`config.mk`:
```
export PLATFORM = sky130hd
export DESIGN_NAME = fetch_unit
export DESIGN_NICKNAME = d
export VERILOG_FILES = /design/src/rtl/fetch_unit_pkg.sv /design/src/rtl/fetch_btb.sv /design/src/rtl/fetch_unit.sv
export SDC_FILE = /design/constraint.sdc
export NUM_CORES = 1
export LEC_CHECK = 0
export ABC_AREA = 1
export CORE_ASPECT_RATIO = 0.6
export CORE_UTILIZATION = 45
export DETAILED_ROUTE_END_ITERATION = 6
export GPL_TIMING_DRIVEN = 0
export PLACE_DENSITY = 0.63
export SETUP_SLACK_MARGIN = 0.2
export SYNTH_ARGS = -nofsm -noshare
export SYNTH_HDL_FRONTEND = slang
export SYNTH_HIERARCHICAL = 1
export SYNTH_SLANG_ARGS = --single-unit
```
`constraint.sdc`:
```
create_clock -name clk -period 7.1 [get_ports clk]
set_clock_uncertainty 0.1 [all_clocks]
set_input_delay 1.42 -clock clk [delete_from_list [all_inputs] [get_ports clk]]
set_output_delay 1.42 -clock clk [all_outputs]
set_load 0.01 [all_outputs]
```
`src/rtl/fetch_unit_pkg.sv`:
```
// Shared constants for the instruction-fetch stage: squash NOP, BTB counter
// encodings, PC stride and the saturating counter step.
package fetch_unit_pkg;

  localparam logic [31:0] NOP_INST = 32'h2000_0000;

  localparam logic [1:0] CTR_SNT = 2'b00;
  localparam logic [1:0] CTR_WNT = 2'b01;
  localparam logic [1:0] CTR_WT  = 2'b10;
  localparam logic [1:0] CTR_ST  = 2'b11;

  localparam int unsigned PC_INC = 4;

  function automatic logic [1:0] ctr_step(input logic [1:0] ctr, input logic taken);
    if (taken) return (ctr == CTR_ST) ? CTR_ST : ctr + 2'd1;
    else       return (ctr == CTR_SNT) ? CTR_SNT : ctr - 2'd1;
  endfunction

endpackage

```
`src/rtl/fetch_btb.sv`:
```
// Direct-mapped branch target buffer: combinational lookup port plus a
// single training write port driven by resolved branches.
module fetch_btb #(
  parameter int unsigned PC_BITS = 12,
  parameter int unsigned BTB_IDX = 4
) (
  input  logic               clk,
  input  logic               rst,
  input  logic [PC_BITS-1:0] rd_pc,
  output logic               rd_taken,
  output logic [PC_BITS-1:0] rd_target,
  input  logic               wr_en,
  input  logic [PC_BITS-1:0] wr_pc,
  input  logic [PC_BITS-1:0] wr_target,
  input  logic               wr_taken
);
  import fetch_unit_pkg::*;

  localparam int unsigned DEPTH = 1 << BTB_IDX;
  localparam int unsigned TAG_W = PC_BITS - BTB_IDX - 2;

  logic               valid  [DEPTH];
  logic [TAG_W-1:0]   tag    [DEPTH];
  logic [PC_BITS-1:0] target [DEPTH];
  logic [1:0]         ctr    [DEPTH];

  logic [BTB_IDX-1:0] rd_idx, wr_idx;
  logic [TAG_W-1:0]   rd_tag, wr_tag;
  logic               wr_hit;

  assign rd_idx = rd_pc[BTB_IDX+1:2];
  assign rd_tag = rd_pc[PC_BITS-1:BTB_IDX+2];
  assign wr_idx = wr_pc[BTB_IDX+1:2];
  assign wr_tag = wr_pc[PC_BITS-1:BTB_IDX+2];

  assign rd_taken  = valid[rd_idx] && (tag[rd_idx] == rd_tag) && ctr[rd_idx][1];
  assign rd_target = target[rd_idx];
  assign wr_hit    = valid[wr_idx] && (tag[wr_idx] == wr_tag);

  // Word-aligned PCs: the byte-offset bits carry no information here.
  logic unused_pc_lsbs;
  assign unused_pc_lsbs = ^{rd_pc[1:0], wr_pc[1:0]};

  always_ff @(posedge clk) begin
    if (rst) begin
      for (int unsigned i = 0; i < DEPTH; i++) begin
        valid[i]  <= 1'b0;
        tag[i]    <= '0;
        target[i] <= '0;
        ctr[i]    <= CTR_WNT;
      end
    end else if (wr_en) begin
      if (wr_hit) begin
        ctr[wr_idx] <= ctr_step(ctr[wr_idx], wr_taken);
        if (wr_taken) target[wr_idx] <= wr_target;
      end else if (wr_taken) begin
        valid[wr_idx]  <= 1'b1;
        tag[wr_idx]    <= wr_tag;
        target[wr_idx] <= wr_target;
        ctr[wr_idx]    <= CTR_WT;
      end
    end
  end

endmodule

```
`src/rtl/fetch_unit.sv`:
```
// Instruction-fetch stage: PC register, BTB-predicted next-PC selection and
// squash of the fetch slot behind an EX redirect.
module fetch_unit #(
  parameter int unsigned XLEN    = 32,
  parameter int unsigned PC_BITS = 12,
  parameter int unsigned BTB_IDX = 4
) (
  input  logic               clk,
  input  logic               rst,
  input  logic               stall_D,
  input  logic               MEM_stall,
  input  logic               EX_redirect,
  input  logic [PC_BITS-1:0] EX_redirect_pc,
  input  logic               EX_update,
  input  logic [PC_BITS-1:0] EX_pc,
  input  logic [PC_BITS-1:0] EX_target,
  input  logic               EX_br_taken,
  output logic [PC_BITS-1:0] imem_addr,
  input  logic [XLEN-1:0]    imem_rdata,
  output logic [PC_BITS-1:0] F_pc,
  output logic [XLEN-1:0]    F_inst,
  output logic               F_BP_taken
);
  import fetch_unit_pkg::*;

  logic [PC_BITS-1:0] pc_q, pred_next, bp_target;
  logic               bp_taken, squash, train_en;

  assign squash   = EX_redirect && !MEM_stall;
  assign train_en = EX_update && !MEM_stall;

  fetch_btb #(
    .PC_BITS (PC_BITS),
    .BTB_IDX (BTB_IDX)
  ) u_btb (
    .clk       (clk),
    .rst       (rst),
    .rd_pc     (pc_q),
    .rd_taken  (bp_taken),
    .rd_target (bp_target),
    .wr_en     (train_en),
    .wr_pc     (EX_pc),
    .wr_target (EX_target),
    .wr_taken  (EX_br_taken)
  );

  assign pred_next = bp_taken ? bp_target : pc_q + PC_BITS'(PC_INC);

  always_ff @(posedge clk) begin
    if (rst) begin
      pc_q <= '0;
    end else if (!MEM_stall) begin
      if (EX_redirect)  pc_q <= EX_redirect_pc;
      else if (!stall_D) pc_q <= pred_next;
    end
  end

  assign F_pc       = pc_q;
  assign imem_addr  = pc_q;
  assign F_inst     = squash ? XLEN'(NOP_INST) : imem_rdata;
  assign F_BP_taken = bp_taken && !squash;

endmodule

```
After elaboration in Yosys (flattened, before gate mapping)
Memory sizes are Yosys's and may differ from the RTL's. A register that Yosys moved wholly into a read port is not among the register bits.
Cells that the tools add are included.
{"block": "word_totals", "reg_bits": 12, "mem_bits_rw": 336, "inputBits": 75, "output_inout_bits": 57, "mem_count": 4}
{"memory": "u_btb.target", "words": 16, "word_bits": 12, "read_ports": 1, "rd_clocked_by_memory_dff": 1, "write_ports": 16, "line": "fetch_btb.sv:24", "text": "logic [PC_BITS-1:0] target [DEPTH];"}
{"memory": "u_btb.tag", "words": 16, "word_bits": 6, "read_ports": 2, "rd_clocked_by_memory_dff": 1, "write_ports": 16, "line": "fetch_btb.sv:23", "text": "logic [TAG_W-1:0] tag [DEPTH];"}
{"memory": "u_btb.ctr", "words": 16, "word_bits": 2, "read_ports": 2, "rd_clocked_by_memory_dff": 1, "write_ports": 16, "line": "fetch_btb.sv:25", "text": "logic [1:0] ctr [DEPTH];"}
{"memory": "u_btb.valid", "words": 16, "word_bits": 1, "read_ports": 2, "rd_clocked_by_memory_dff": 1, "write_ports": 16, "line": "fetch_btb.sv:22", "text": "logic valid [DEPTH];"}
{"block": "classes", "add_sub_neg": 3, "n_eq_ne": 4, "mux": 47, "n_bitwise": 3, "reduce_logical": 14}
{"cell": "$mux 12", "count": 5}
{"cell": "$mux 4", "count": 12}
{"cell": "$mux 32", "count": 1}
{"cell": "$mux 1", "count": 20}
{"cell": "$mux 2", "count": 8}
{"cell": "$add 12x3->12 const B", "count": 1}
{"cell": "$eq 6x6->1", "count": 2}
{"cell": "$reduce_or 12->1", "count": 1}
{"cell": "$logic_and 1x1->1", "count": 6}
{"cell": "$mux 6", "count": 1}
{"cell": "$reduce_or 6->1", "count": 1}
{"cell": "$add 2x1->2 const B", "count": 1}
{"cell": "$eq 2x2->1 const B", "count": 1}
{"cell": "$logic_not 1->1", "count": 2}
{"cell": "$logic_not 2->1", "count": 1}
{"cell": "$ne 2x1->1 const B", "count": 1}
{"cell": "$or 1x1->1", "count": 2}
{"cell": "$reduce_and 2->1", "count": 1}
{"cell": "$reduce_or 2->1", "count": 1}
{"cell": "$sub 2x1->2 const B", "count": 1}
{"cell": "$not 1->1", "count": 1}
{"cell": "$reduce_or 1->1", "count": 1}

Depth between registers and ports, before layout
An unclocked memory read counts as a cell.
{"block": "depth", "ltp_word": 10, "depth_mapped": 21}

Modules after synthesis
Netlist, hierarchy kept.
{"mod": "fetch_btb", "instances": 1, "cells_per_inst": 1792, "area_per_inst_um2": 16388.2}
{"mod": "fetch_unit", "instances": 1, "cells_per_inst": 214, "area_per_inst_um2": 1151.1}

Worst setup path before layout
No wires, ideal clock.
{"block": "synth_path", "kind": "flip-flop to output port", "start": "reg F_pc[2] (netlist name)", "end": "out F_BP_taken", "arrival_ps": 2213, "slack_ps": 3367, "path_stages_with_launch": 15, "cell_sequence": "dfxtp_1 clkbuf_1 clkbuf_1 o21ai_0 o221ai_1 o21ai_0 nand2_1 nand2_1 nand2_1 o21ai_0 nor2_1 nand2_1 nor2_1 inv_1 nor2_1"}
{"item": "end: declaration", "line": "fetch_unit.sv:22", "text": "output logic F_BP_taken"}

==> metrics.md <==
| Metric | Value |
|---|---|
| Register area share after synthesis | 58.0% |
| Clock power share | 39.0% |
| Vias | 16358 |
| Cell mode on critical path | nor2_1 |
| Row count | 55 |
| First-pass GRT wire length | 97400 um |
| Setup-failing EPs final | 0 |
| Max Cap Viol | 0 |
| Synth Area in Adders | 0.0713% |
| Post-DRT Antenna Nets | 0 |
| Largest stage delay on the critical path | 0.70 ns |
| Post-synth EDFFs | 320 |
| Cts repair resizes | 0 |
| Max Clk Rate | 158 MHz |
| Comb pwr share | 13.6% |
| Setup Fix Bufs, Post-CTS | 0 |
| Mux share of post-synthesis cell area | 0% |
| Crit. Startpoint | F_pc[2]$_SDFFE_PP0P_ |
| Synth top area cells | edfxtp_1 (55%), nor2_1 (10%), nand2_1 (9.4%) |
| Placeable Area | 0.0381 mm^2 |
| Setup_tns | 0 ns |
| Final hold vios | 0 |
| Fin util | 54.2% |
| Period minus WS final | 6.32 ns |
| Hold-fix buffers at CTS | 0 |
| Crit path buffers/inverters | 4 |
| Rel. slew slack | 10.3% |
| Hold Path End | u_btb/valid[10]$_DFF_P_ |
| Overflow after GRT | 0 |
| DRT Pass-1 Iters | 5 |
| Routed WL per cell | 25.0 um |
| Asr flop ratio synth | 0% |
| Net Sw Frac | 27.3% |
| Fin. max-slew vios | 0 |
| PwrDens | 242 mW/mm^2 |
| Synth warn | 6 |
| Worst reg2reg path endpoint | F_pc[9]$_SDFFE_PP0P_ |
| Critical Path End Type | primary output |
| Root buf cell | clkbuf_16 |
| Num ports | 132 |
| Fin crit share | 89.0% |
| Place WS | 1.59 ns |
| Inserted Clock Buffers | 36 |
| Worst path required time | 5.58 ns |
| GRT Util Overall | 33.9% |
| Commonest cells in the netlist | nor2_1 (485), nand2_1 (439), edfxtp_1 (320) |
| Worst-Margin Slew | 1.34 ns |
| Vias per inst | 6.03 |
| CP Class | register to primary output |
| Syn Nets | 2082 |
| WL final | 67900 um |
| Die area | 0.0398 mm^2 |
| Synth Area in Compound Gates | 11.4% |
| Initial antenna violation count | 2 |
| Slowest CP cell | dfxtp_1 |
| Most frequent cell after synthesis | nor2_1 |
| Crit path launch type | register |
| Clk sink count | 348 |
| Yosys cell types | 35 |
| DRC | 0 |
| Hold Crit Depth | 2 |
| Vias in the first global route | 14923 |
| Gpl congestion | 1.02 |
| CTS Buffer Depth | 3 |
| Clock slew seen by the registers of the worst setup and hold paths | 0.06 ns |
| # diodes | 0 |
| Worst-path fanout max | 11 |
| Critical-path cell list | clkbuf_1 -> clkbuf_1 -> nor2_1 -> o221ai_1 -> o211ai_1 -> nand2_1 -> o22ai_1 -> nor2_1 -> nand2_1 -> nor2_1 -> inv_1 -> nor2_1 -> clkdlybuf4s50_1 |
| Fin nets | 2247 |
| XOR/XNOR Fraction of Synth Area | 0.150% |
| Post-Syn Area per Cell | 8.74 um^2 |
| Syn Inst Count | 2006 |
| Area Growth Syn to Fin | 17.6% |
| Worst vdd ir | 0.000114 V |
| Htree depth | 2 |
| Sw Pwr | 1.36 mW |
| Clock latency at the later pin of the worst-skew pair | 0.54 ns |
| Top-area cell type share of the netlist area | 54.8% |
| CTS tree | built |
| Layout cells sized above 1 | 5.18% |
| Synth Flop Type | edfxtp_1 |
| I/O Buffers | 127 |
| GR Util met2 | 44.1% |
| Initial Utilization | 46.1% |
| 1st-iter DRT viols | 2814 |
| Synth area leader | edfxtp_1 |
| Synth Cell Area | 0.0175 mm^2 |
| DIE WIDTH | 257 um |
| Hold_ws | 0.370 ns |
| Main combinational cell family by area after synthesis | simple AND/OR/NAND/NOR gates |
| Crit path DAT | 4.80 ns |
| HPWL Detailed | 49200 um |
| Status | finished, final reports clean |
| #FFs+latches synth | 348 |
| Largest delay share family, worst path | buffers and inverters |
| Synth Area in Simple Gates | 23.9% |
| RSZ-0062 raised after global routing | no |
| Total power | 4.99 mW |
| Hold_sp | u_btb/valid[10]$_DFF_P_ |
| Setup ws final | 0.781 ns |
| Met1 GRT Util | 52.9% |
| Internal power component | 3.63 mW |
| Met3 Track Usage GR | 12.5% |
| R2R cell count | 10 |
| FF-to-FF setup slack | 2.58 ns |
| Worst Hold Class | register to register |
| Die height | 155 um |
| Worst flop-to-flop path startpoint | F_pc[2]$_SDFFE_PP0P_ |
| GRT Max-Usage Layer | met1 |
| Largest net degree at the start of global routing | 16 |
| Pleak | 7.92 nW |
| Register share of total power | 47.4% |
==> metrics by stage <==
step / cell area (um^2) / cells
global placement: 19500 / 2646
floorplan: 17500 / 2006
global route: 20600 / 2712
finish: 20600 / 2712
CTS: 20600 / 2712
detailed placement: 19500 / 2646
==> final cells by class <==
class	count	area (um^2)
repair buffers	127	1270
fillers	3492	17400
plain buffers	151	742
clock inverters	20	218
multi-input cells	1401	6230
well taps	513	642
flip-flops and latches	348	10200
inverters	106	400
clock buffers	46	960
==> state kept, by name, indices dropped and copies added, names as in the netlist <==
name and count:
u_btb/valid 16, u_btb/ctr 32, u_btb/target 192, u_btb/tag 96, F_pc 12
==> per-layer routing <==
metal  up-vias  share of wire (%)
met1      7759                 42
li1       7121                  -
met2      1391                 37
met3        87                 19
met5         -                  0
met4         0                1.5
==> worst reg2reg max path, cell delays in order (launching register included) <==
cell,delay (ns)
dfxtp_1,0.70
clkbuf_1,0.58
clkbuf_1,0.70
buf_2,0.37
clkbuf_1,0.65
nor2_1,0.14
o221ai_1,0.47
nand3_1,0.20
nand2_1,0.24
a21oi_1,0.14
a21oi_1,0.15
==> power by group through the flow <==
| stage | logic, mW | registers, mW | clock network, mW |
|---|---|---|---|
| after global placement | 0.641 | 2.41 | 0 |
| after CTS | 0.648 | 2.36 | 1.95 |
| after floorplan | 0.348 | 2.38 | 0 |
| after detailed placement | 0.645 | 2.41 | 0 |
| final | 0.678 | 2.37 | 1.95 |
| after global routing | 0.712 | 2.37 | 2.03 |
==> placed cells by master, fill, tap and decap left out, drive strengths merged, types with 2 or more instances in the layout <==
master	count
nor2	489
nand2	440
edfxtp	320
o21ai	185
clkbuf	143
clkdlybuf4s50	127
inv	101
nand3	88
buf	54
o221ai	43
nor3	43
a21oi	31
dfxtp	28
o22ai	28
o211ai	27
a22oi	17
clkinv	15
clkinvlp	6
bufinv	4
xnor2	2
nand4	2
==> cells by family after synthesis <==
| kind of cell | count (synthesis) |
|---|---|
| fa+ha+maj | 1 |
| xor+xnor | 3 |
| buf+inv | 257 |
| compound gates | 334 |
| simple gates | 1063 |
| flops | 348 |
==> how the worst max path moves through the flow <==
| stage | slack (ns) | end | cells after the start |
|---|---|---|---|
| 2_1_floorplan | 3.37 | F_BP_taken | 14 |
| 3_3_place_gp | 1.50 | F_BP_taken | 13 |
| 3_5_place_dp | 1.59 | F_BP_taken | 13 |
| 4_1_cts | 0.99 | F_BP_taken | 13 |
| 5_1_grt | 0.71 | F_BP_taken | 13 |
| 6_report | 0.78 | F_BP_taken | 13 |
Power figures use the tool's default switching activity.
